`src/rtl/rsa_pkg.sv`:
```
// Shared definitions for the systolic-array result path: default tile geometry
// and the output-collector FSM state encoding.
package rsa_pkg;

    localparam int RSA_X       = 3;
    localparam int RSA_Y       = 3;
    localparam int RSA_OUT_LEN = 8;

    typedef enum logic [1:0] {
        ST_IDLE    = 2'd0,
        ST_COLLECT = 2'd1,
        ST_READ    = 2'd2
    } rsa_state_e;

endpackage

```
`src/rtl/rsa_res_ram.sv`:
```
// Tile result store: simple dual-port RAM, synchronous write, registered read.
// Read data appears one cycle after rd_en and holds while rd_en is low.
module rsa_res_ram #(
    parameter int DEPTH = 9,
    parameter int AW    = 4,
    parameter int W     = 8
) (
    input  logic          clk,
    input  logic          rst_n,
    input  logic          wr_en,
    input  logic [AW-1:0] wr_addr,
    input  logic [W-1:0]  wr_data,
    input  logic          rd_en,
    input  logic [AW-1:0] rd_addr,
    output logic [W-1:0]  rd_data
);

    logic [W-1:0] mem [DEPTH];
    logic [W-1:0] rd_data_q;
    logic [W-1:0] rd_data_d;

    always_ff @(posedge clk) begin
        if (wr_en) begin
            mem[wr_addr] <= wr_data;
        end
    end

    always_comb begin
        rd_data_d = rd_data_q;
        if (rd_en) begin
            rd_data_d = mem[rd_addr];
        end
    end

    // Only the output register is reset, so the readout port is clean during reset.
    always_ff @(posedge clk or negedge rst_n) begin
        if (!rst_n) begin
            rd_data_q <= '0;
        end else begin
            rd_data_q <= rd_data_d;
        end
    end

    assign rd_data = rd_data_q;

endmodule

```
`src/rtl/rsa_out_collector.sv`:
```
// Captures one X*Y result tile from the array, then streams it out (column-major when RSA_COLLECT_TRANSPOSE_EN).
// Latency: res_val rises one cycle after the tile completes; one word per cycle thereafter.
// Backpressure: res_rdy stalls readout (word held); in_val has none, input during readout is dropped and flagged.
module rsa_out_collector
    import rsa_pkg::*;
#(
    parameter int X       = RSA_X,
    parameter int Y       = RSA_Y,
    parameter int OUT_LEN = RSA_OUT_LEN
) (
    input  logic             clk,
    input  logic             sys_rst_n,
    input  logic             in_val,
    input  logic [OUT_LEN:1] in_data,
    output logic             res_val,
    input  logic             res_rdy,
    output logic [OUT_LEN:1] res_data,
    output logic             res_last,
    output logic             tile_done,
    output logic             ovf_err
);

    localparam int DEPTH = X * Y;
    localparam int CNT_W = $clog2(DEPTH + 1);
    localparam int AW    = (DEPTH > 1) ? $clog2(DEPTH) : 1;
    localparam int AW1   = AW + 1;

    logic [1:0]       rst_sync_q;
    logic [1:0]       rst_sync_d;
    logic             rst_n;

    rsa_state_e       state_q,     state_d;
    logic [CNT_W-1:0] wr_cnt_q,    wr_cnt_d;
    logic [CNT_W-1:0] rd_cnt_q,    rd_cnt_d;
    logic [AW-1:0]    rd_ptr_q,    rd_ptr_d;
    logic             res_val_q,   res_val_d;
    logic             res_last_q,  res_last_d;
    logic             tile_done_q, tile_done_d;
    logic             ovf_err_q,   ovf_err_d;

    logic             wr_en;
    logic             rd_en;
    logic [AW-1:0]    rd_ptr_nxt;

    // Assert asynchronously, release on the clock.
    always_comb begin
        rst_sync_d = {rst_sync_q[0], 1'b1};
    end

    always_ff @(posedge clk or negedge sys_rst_n) begin
        if (!sys_rst_n) begin
            rst_sync_q <= '0;
        end else begin
            rst_sync_q <= rst_sync_d;
        end
    end

    assign rst_n = rst_sync_q[1];

`ifdef RSA_COLLECT_TRANSPOSE_EN
    // Walk down a column (stride Y); on falling off the end, start the next column.
    logic [AW1-1:0] ptr_step;
    always_comb begin
        ptr_step   = {1'b0, rd_ptr_q} + AW1'(Y);
        rd_ptr_nxt = rd_ptr_q;
        if (ptr_step >= AW1'(DEPTH)) begin
            rd_ptr_nxt = AW'(ptr_step - AW1'(DEPTH) + AW1'(1));
        end else begin
            rd_ptr_nxt = AW'(ptr_step);
        end
    end
`else
    always_comb begin
        rd_ptr_nxt = rd_ptr_q + AW'(1);
    end
`endif

    always_comb begin
        state_d     = state_q;
        wr_cnt_d    = wr_cnt_q;
        rd_cnt_d    = rd_cnt_q;
        rd_ptr_d    = rd_ptr_q;
        res_val_d   = res_val_q;
        res_last_d  = res_last_q;
        tile_done_d = 1'b0;
        ovf_err_d   = ovf_err_q;
        wr_en       = 1'b0;
        rd_en       = 1'b0;

        case (state_q)
            ST_IDLE, ST_COLLECT: begin
                if (in_val) begin
                    wr_en    = 1'b1;
                    wr_cnt_d = wr_cnt_q + CNT_W'(1);
                    if (wr_cnt_q == CNT_W'(DEPTH - 1)) begin
                        state_d     = ST_READ;
                        tile_done_d = 1'b1;
                    end else begin
                        state_d = ST_COLLECT;
                    end
                end
            end
            ST_READ: begin
                if (in_val) begin
                    ovf_err_d = 1'b1;
                end
                if (!res_val_q) begin
                    rd_en      = 1'b1;
                    rd_cnt_d   = CNT_W'(1);
                    rd_ptr_d   = rd_ptr_nxt;
                    res_val_d  = 1'b1;
                    res_last_d = (DEPTH == 1);
                end else if (res_rdy) begin
                    if (res_last_q) begin
                        state_d    = ST_IDLE;
                        res_val_d  = 1'b0;
                        res_last_d = 1'b0;
                        rd_cnt_d   = '0;
                        rd_ptr_d   = '0;
                        wr_cnt_d   = '0;
                    end else begin
                        // Prefetch on handshake keeps the stream at one word per cycle.
                        rd_en      = 1'b1;
                        rd_cnt_d   = rd_cnt_q + CNT_W'(1);
                        rd_ptr_d   = rd_ptr_nxt;
                        res_last_d = (rd_cnt_q == CNT_W'(DEPTH - 1));
                    end
                end
            end
            default: begin
                state_d = ST_IDLE;
            end
        endcase
    end

    always_ff @(posedge clk or negedge rst_n) begin
        if (!rst_n) begin
            state_q     <= ST_IDLE;
            wr_cnt_q    <= '0;
            rd_cnt_q    <= '0;
            rd_ptr_q    <= '0;
            res_val_q   <= 1'b0;
            res_last_q  <= 1'b0;
            tile_done_q <= 1'b0;
            ovf_err_q   <= 1'b0;
        end else begin
            state_q     <= state_d;
            wr_cnt_q    <= wr_cnt_d;
            rd_cnt_q    <= rd_cnt_d;
            rd_ptr_q    <= rd_ptr_d;
            res_val_q   <= res_val_d;
            res_last_q  <= res_last_d;
            tile_done_q <= tile_done_d;
            ovf_err_q   <= ovf_err_d;
        end
    end

    rsa_res_ram #(
        .DEPTH (DEPTH),
        .AW    (AW),
        .W     (OUT_LEN)
    ) u_ram (
        .clk     (clk),
        .rst_n   (rst_n),
        .wr_en   (wr_en),
        .wr_addr (wr_cnt_q[AW-1:0]),
        .wr_data (in_data),
        .rd_en   (rd_en),
        .rd_addr (rd_ptr_q),
        .rd_data (res_data)
    );

    assign res_val   = res_val_q;
    assign res_last  = res_last_q;
    assign tile_done = tile_done_q;
    assign ovf_err   = ovf_err_q;

endmodule
```
`config.mk`:
```
export PLATFORM = sky130hd
export DESIGN_NAME = rsa_out_collector
export DESIGN_NICKNAME = d
export VERILOG_FILES = /design/src/rtl/rsa_pkg.sv /design/src/rtl/rsa_res_ram.sv /design/src/rtl/rsa_out_collector.sv
export SDC_FILE = /design/constraint.sdc
export NUM_CORES = 1
export LEC_CHECK = 0
export ABC_AREA = 1
export CAP_MARGIN = 20
export CORE_UTILIZATION = 40
export CTS_BUF_LIST = sky130_fd_sc_hd__clkbuf_4 sky130_fd_sc_hd__clkbuf_8
export CTS_CLUSTER_DIAMETER = 40
export CTS_CLUSTER_SIZE = 12
export DETAILED_ROUTE_END_ITERATION = 6
export PLACE_DENSITY = 0.64
export SLEW_MARGIN = 10
export SYNTH_ARGS = -nofsm -noshare
export SYNTH_HDL_FRONTEND = slang
export SYNTH_SLANG_ARGS = --single-unit
export TNS_END_PERCENT = 10
```
`constraint.sdc`:
```
create_clock -name clk -period 1 [get_ports clk]
set_input_delay 0.2 -clock clk [delete_from_list [all_inputs] [get_ports clk]]
set_output_delay 0.2 -clock clk [all_outputs]
set_load 0.05 [all_outputs]
```
Word-level counts from Yosys, hierarchy flattened
Memories as Yosys holds them, arrays and structs flattened. A register that Yosys moved wholly into a read port is not among the register bits.
Cells that the tools add are included.
W data, S select, Z words.
{"block": "totals", "regBits": 20, "latch_bits": 0, "ramBits": 72, "rom_bits": 0, "out_inout_bits": 12, "n_memories": 1}
{"block": "classes", "addsub": 3, "n_mul": 0, "div": 0, "magnitude_cmp": 0, "eq_ne": 9, "shift": 0, "mux": 33, "bitwise_logic": 0, "reduce_logical": 8}
{"name": "u_ram.mem", "words": 9, "word_bits": 8, "rd": 1, "rd_ports_with_merged_regs": 1, "write_ports": 1, "line_no": "rsa_res_ram.sv:18", "source": "logic [W-1:0] mem [DEPTH];"}
{"op": "$mux W4", "count": 10}
{"op": "$mux W1", "count": 16}
{"op": "$add A4 B1 Y4 const B", "count": 3}
{"op": "$mux W2", "count": 5}
{"op": "$ne A2 B2 Y1 const B", "count": 5}
{"op": "$eq A4 B4 Y1 const B", "count": 2}
{"op": "$pmux W4 S2", "count": 1}
{"op": "$reduce_and A5 Y1", "count": 1}
{"op": "$pmux W2 S2", "count": 1}
{"op": "$reduce_and A2 Y1", "count": 2}
{"op": "$reduce_and A4 Y1", "count": 1}
{"op": "$eq A2 B1 Y1 const B", "count": 1}
{"op": "$eq A2 B2 Y1 const B", "count": 1}
{"op": "$logic_not A2 Y1", "count": 1}
{"op": "$reduce_bool A2 Y1", "count": 1}
{"op": "$reduce_or A2 Y1", "count": 1}
{"op": "$logic_not A1 Y1", "count": 1}

Logic depth before layout (Yosys ltp)
{"block": "depth", "depth_word": 5, "mapped_depth": 9, "mapped_depth_nobuf": 8}

Hierarchy
A second synthesis with hierarchy kept.
{"block": "unflattened", "cells_unflattened": 424, "hier_area_um2": 4370.4}
{"mod": "rsa_res_ram", "n_inst": 1, "cells_per_inst": 298, "area_per_inst_um2": 3335.7, "seq_area_each_um2": 2362.3}
{"mod": "rsa_out_collector", "n_inst": 1, "cells_per_inst": 126, "area_per_inst_um2": 1034.7, "seq_area_each_um2": 500.5}

Least setup slack after synthesis
No wires, ideal clock.
{"block": "synth_path", "kind": "flip-flop to flip-flop", "from": "register state_q[1]", "to": "memory u_ram.mem[0][0], enable pin", "setup_time_ns": 0.383, "arrival_time_ns": 1.450, "required_ns": 0.617, "setup_slack_ns": -0.834, "stages_incl_launch_ff": 5, "path_buffers": 1, "period_less_slack_ns": 1.834, "cell_sequence": "dfrtp_1 -> inv_2 -> nand2_1 -> clkbuf_1 -> nor3_1"}
{"block": "synth_between", "elab_chain_cells": 5}
{"item": "from (decl)", "line_no": "rsa_out_collector.sv:32", "source": "rsa_state_e state_q, state_d;"}
{"item": "from (signal assigned)", "line_no": "rsa_out_collector.sv:147", "source": "state_q <= state_d;"}
{"item": "$eq A2 B1 Y1 / $logic_not A2 Y1 (equally long branches)", "line_no": "rsa_out_collector.sv:90", "source": "case (state_q)"}
{"item": "$reduce_or A2 Y1 (*)", "line_no": "rsa_out_collector.sv:90"}
{"item": "$mux W1 (*)", "line_no": "rsa_out_collector.sv:90"}
{"item": "$mux W1 (*)", "line_no": "rsa_res_ram.sv:23", "source": "if (wr_en) begin"}
{"item": "$mux W1 (not written as such) (*)", "line_no": "rsa_res_ram.sv:24", "source": "mem[wr_addr] <= wr_data;"}
{"item": "to (decl)", "line_no": "rsa_res_ram.sv:18"}
Every way passes the cells marked *; elsewhere a longest branch is shown, timed or not.

Final worst setup path
{"block": "layout_path", "from": "register wr_cnt_q[1]", "to": "memory u_ram.mem[5][0], enable pin"}
{"item": "from (decl)", "line_no": "rsa_out_collector.sv:33", "source": "logic [CNT_W-1:0] wr_cnt_q, wr_cnt_d;"}
{"item": "from (signal assigned)", "line_no": "rsa_out_collector.sv:148", "source": "wr_cnt_q <= wr_cnt_d;"}
Straight into the memory's write port.

==> flow_summary.html <==
<table>
<tr><th>Metric</th><th>Value</th></tr>
<tr><th colspan="2">Power and ir drop</th></tr>
<tr><td>Leak</td><td>2.581 nW</td></tr>
<tr><td>Areal power density over the cells</td><td>2681 nW/µm²</td></tr>
<tr><td>Max rail drop VDD</td><td>1.257 mV</td></tr>
<tr><td>Overall Power</td><td>roughly 16 mW</td></tr>
<tr><th colspan="2">Yosys</th></tr>
<tr><td>Synthesized netlist cell count</td><td>402</td></tr>
<tr><td>Post-synthesis share of cell area spent on xor and xnor gates</td><td>0.6098%</td></tr>
<tr><td>Mean instance size in the synthesized netlist</td><td>10.72 µm²</td></tr>
<tr><td>Dominant combinational cell family by area after synthesis</td><td>simple AND/OR/NAND/NOR gates</td></tr>
<tr><td>Area contributors post-synth</td><td>edfxtp_1, dfrtp_1, nand2_1</td></tr>
<tr><td>Compound-gate portion of the synthesized area</td><td>3.513%</td></tr>
<tr><td>Synthesized flop and latch total</td><td>100</td></tr>
<tr><td>Mapped Nets</td><td>421</td></tr>
<tr><td>Post-synth top area share</td><td>50.17%</td></tr>
<tr><td>Syn. warnings</td><td>0</td></tr>
<tr><td>Post-synthesis cell type with the largest combined area</td><td>edfxtp_1</td></tr>
<tr><td>Fraction of the yosys area taken by sequential cells</td><td>66.43%</td></tr>
<tr><td>Post-Synthesis Cell Area</td><td>4309 µm²</td></tr>
<tr><td>Synthesized-area fraction occupied by adder cells</td><td>2.033%</td></tr>
<tr><td>Post-synthesis mux area share</td><td>0%</td></tr>
<tr><td>Simple-gate share of the synthesized area</td><td>20.59%</td></tr>
<tr><td>Count of distinct cell types in the synthesized netlist</td><td>31</td></tr>
<tr><th colspan="2">Clock tree</th></tr>
<tr><td>Clock sink count</td><td>100</td></tr>
<tr><td>CTS H-tree lvls</td><td>3</td></tr>
<tr><td>Clock slew at the register clock pins of the worst setup and hold paths</td><td>about 0.09 ns</td></tr>
<tr><td>CTS tree</td><td>built</td></tr>
<tr><td>Deepest clock path buffer count</td><td>2</td></tr>
<tr><td>Number of buffers created by CTS</td><td>9</td></tr>
<tr><td>Clock Latency Late Sink</td><td>0.37 ns</td></tr>
<tr><td>Cell chosen for the clock root</td><td>clkbuf_8</td></tr>
<tr><th colspan="2">Min path</th></tr>
<tr><td>Type of the tightest min-delay check</td><td>register to async pin</td></tr>
<tr><th colspan="2">Global routing</th></tr>
<tr><td>Number of antenna violations at the first check in global routing</td><td>0</td></tr>
<tr><td>Maximum number of pins on one net before global-route repair</td><td>27</td></tr>
<tr><td>Gr ovfl total</td><td>0</td></tr>
<tr><td>Global-route wire length before repair</td><td>15,810 µm</td></tr>
<tr><td>Via count of the first global-routing pass</td><td>3,231</td></tr>
<tr><td>All-layer global routing usage</td><td>roughly a fifth</td></tr>
<tr><th colspan="2">Critical path</th></tr>
<tr><td>Reg2Reg Setup Slack</td><td>-0.41 ns</td></tr>
<tr><td>Critical Setup Path Class</td><td>register to register</td></tr>
<tr><td>Destination of the critical timing path</td><td>u_ram.mem[5][0]$_DFFE_PP_</td></tr>
<tr><td>Reg2reg start</td><td>wr_cnt_q[1]$_DFFE_PN0P_</td></tr>
<tr><td>Data required time of the worst path</td><td>1.08 ns</td></tr>
<tr><td>Crit start category</td><td>register</td></tr>
<tr><td>Peak fanout along the critical path</td><td>4</td></tr>
<tr><td>Worst path arrival time</td><td>1.49 ns</td></tr>
<tr><td>Number of cells on the worst reg-to-reg path</td><td>5</td></tr>
<tr><td>FF-to-FF End</td><td>u_ram.mem[5][0]$_DFFE_PP_</td></tr>
<tr><td>Type of destination of the critical path</td><td>register</td></tr>
<tr><td>CP startpoint</td><td>wr_cnt_q[1]$_DFFE_PN0P_</td></tr>
<tr><th colspan="2">STA</th></tr>
<tr><td>Final count of hold timing violations</td><td>0</td></tr>
<tr><td>Post-route setup slack</td><td>-0.4062 ns</td></tr>
<tr><td>RSZ-0062 raised after global routing</td><td>yes</td></tr>
<tr><td>Count of pins over their slew limit</td><td>0</td></tr>
<tr><td>Fin Clk Skew</td><td>0.01315 ns</td></tr>
<tr><td>Final Critical Period</td><td>~1.4 ns</td></tr>
<tr><td>Post-route fraction of the period consumed by the critical path</td><td>140.6%</td></tr>
<tr><td>Worst Hold Slack</td><td>0.2140 ns</td></tr>
<tr><td>Final setup violation count</td><td>110</td></tr>
<tr><td>Max Freq</td><td>711.1 MHz</td></tr>
<tr><th colspan="2">Cells and area</th></tr>
<tr><td>Antenna Cells</td><td>0</td></tr>
<tr><td>Most frequent cells in the layout</td><td>nand2_1, edfxtp_1, buf_4</td></tr>
<tr><td>Signed area change from the synthesized netlist to the final layout</td><td>38.70%</td></tr>
<tr><td>Layout Cells excl Fill</td><td>about 640</td></tr>
<tr><td>Ratio of cells with drive above 1 in the final layout</td><td>34.06%</td></tr>
<tr><td>Layout Nets</td><td>519</td></tr>
<tr><td>Most common cell after layout, fill and taps aside</td><td>nand2_1</td></tr>
<tr><th colspan="2">Place</th></tr>
<tr><td>Placed cell count</td><td>approximately 600</td></tr>
<tr><td>Placement Setup Slack</td><td>-0.6188 ns</td></tr>
<tr><td>Detailed placer's ending HPWL</td><td>6945 µm</td></tr>
<tr><td>IO Port Bufs</td><td>23</td></tr>
<tr><td>Final estimated routing congestion in global placement</td><td>around 0.8</td></tr>
<tr><th colspan="2">Status</th></tr>
<tr><td>Violated checks</td><td>negative setup slack</td></tr>
<tr><td>Result of the run</td><td>finished with violations</td></tr>
<tr><th colspan="2">Floorplan</th></tr>
<tr><td>Rows</td><td>37</td></tr>
<tr><td>Top Ports</td><td>24</td></tr>
<tr><td>Effective utilization at floorplan</td><td>41.55%</td></tr>
<tr><td>Height of the chip</td><td>105.8 µm</td></tr>
<tr><td>Placeable core area</td><td>10,370 µm²</td></tr>
<tr><td>Die Wd</td><td>105.8 µm</td></tr>
<tr><td>Total die area</td><td>11,190 µm²</td></tr>
<tr><th colspan="2">Drt</th></tr>
<tr><td>Final Routed Wirelength</td><td>9566 µm</td></tr>
<tr><td>Post-route antenna net violation count</td><td>0</td></tr>
<tr><td>Initial DRC count</td><td>roughly 130</td></tr>
<tr><td>Number of vias per cell</td><td>4.913</td></tr>
<tr><td>Avg WL per Cell</td><td>14.92 µm</td></tr>
<tr><td>Total DRC errors in the routed layout</td><td>0</td></tr>
<tr><td>Vias post-DR</td><td>3,149</td></tr>
<tr><td>Pre-Repair DR Iteration Count</td><td>4</td></tr>
<tr><th colspan="2">Flow run</th></tr>
<tr><td># Max-Cap Violations</td><td>0</td></tr>
</table>
-- synthesized netlist by cell type (all sizes together) --
cell type,n
o22ai,2
conb,1
nor3,12
xnor2,1
edfxtp,72
o21bai,1
a21oi,10
inv,49
nand2,102
o21ai,14
nor2,23
ha,7
nand3,60
clkinv,2
clkbuf,2
dfrtp,28
buf,12
o211ai,1
nand4,1
xor2,2
-- per-layer routing --
layer | GRT usage, % | part of all wire, % | wire length [µm]
met2 | 32.49 | 53 | 5026
met4 | 10.32 | 2.9 | 274
met3 | 3.154 | 3.7 | 353
met1 | 22.24 | 41 | 3911
met5 | 0 | 0 | 0
-- layout make-up --
cell class	instances	area [µm²]
fillers	821	4393
flip-flops and latches	100	2867
multi-input cells	237	1426
repair buffers	101	1134
inverters	51	202.7
well taps	136	170.2
clock buffers	12	152.6
clock inverters	4	25.02
-- cells by family after synthesis --
| kind of cell | count (synthesis) |
|---|---|
| simple gates | 198 |
| other cells | 1 |
| fa+ha+maj | 7 |
| buf+inv | 65 |
| xor+xnor | 3 |
| compound gates | 28 |
| flops | 100 |
-- repair_timing --
item | in CTS | in global routing
endpoints found under the hold margin | 2 | 0
cloned | 0 | 0
hold buffers | 1 | 0
endpoints found under the setup margin | 110 | 110
buffers inserted | 3 | 5
pin swaps | 14 | 4
resized for setup | 51 | 22
-- through the flow --
step                      area, µm²  setup TNS, ns  utilization (%)
after floorplan                4427         -38.21                -
after global placement         5450         -55.27            52.56
after detailed placement       5450         -56.73            52.56
after CTS                      5851         -35.29            56.42
after global routing           5977         -42.76            57.64
final                          5977         -35.60            57.64
-- report_power, final --
part	total [mW]	switching, mW	internal [mW]
logic	7.86	4.27	3.59
registers	5.83	0.575	5.26
clock network	2.33	1.31	1.02
total	16.0	6.16	9.87
-- critical path, stage by stage (launching register included) --
cell	delay [ns]
dfrtp_1	0.41
inv_2	0.10
ha_1	0.16
inv_2	0.07
nor3_4	0.23
buf_6	0.15
-- registers in the layout (all words and copies together), names as in the netlist --
| register | cells |
|---|---|
| state_q | 2 |
| ovf_err | 1 |
| res_val | 1 |
| tile_done | 1 |
| rd_ptr_q | 4 |
| res_last | 1 |
| wr_cnt_q | 4 |
| rd_cnt_q | 4 |
| rst_sync_q | 2 |
| u_ram.rd_data | 8 |
| u_ram.mem | 72 |
-- worst min-delay path by stage --
stage                                 start                           end  slack, ns  cells after the start
floorplan                         sys_rst_n       rst_sync_q[0]$_DFF_PN0_       -0.1                      0
global placement    rst_sync_q[1]$_DFF_PN0_           tile_done$_DFF_PN0_       0.21                      1
detailed placement  rst_sync_q[1]$_DFF_PN0_           tile_done$_DFF_PN0_       0.21                      1
CTS                 rst_sync_q[1]$_DFF_PN0_  u_ram.rd_data[5]$_DFFE_PN0P_       0.22                      1
global route        rst_sync_q[1]$_DFF_PN0_           tile_done$_DFF_PN0_       0.24                      1
finish              rst_sync_q[1]$_DFF_PN0_           tile_done$_DFF_PN0_       0.21                      1
No activity file was read; power rests on OpenSTA's default activity.
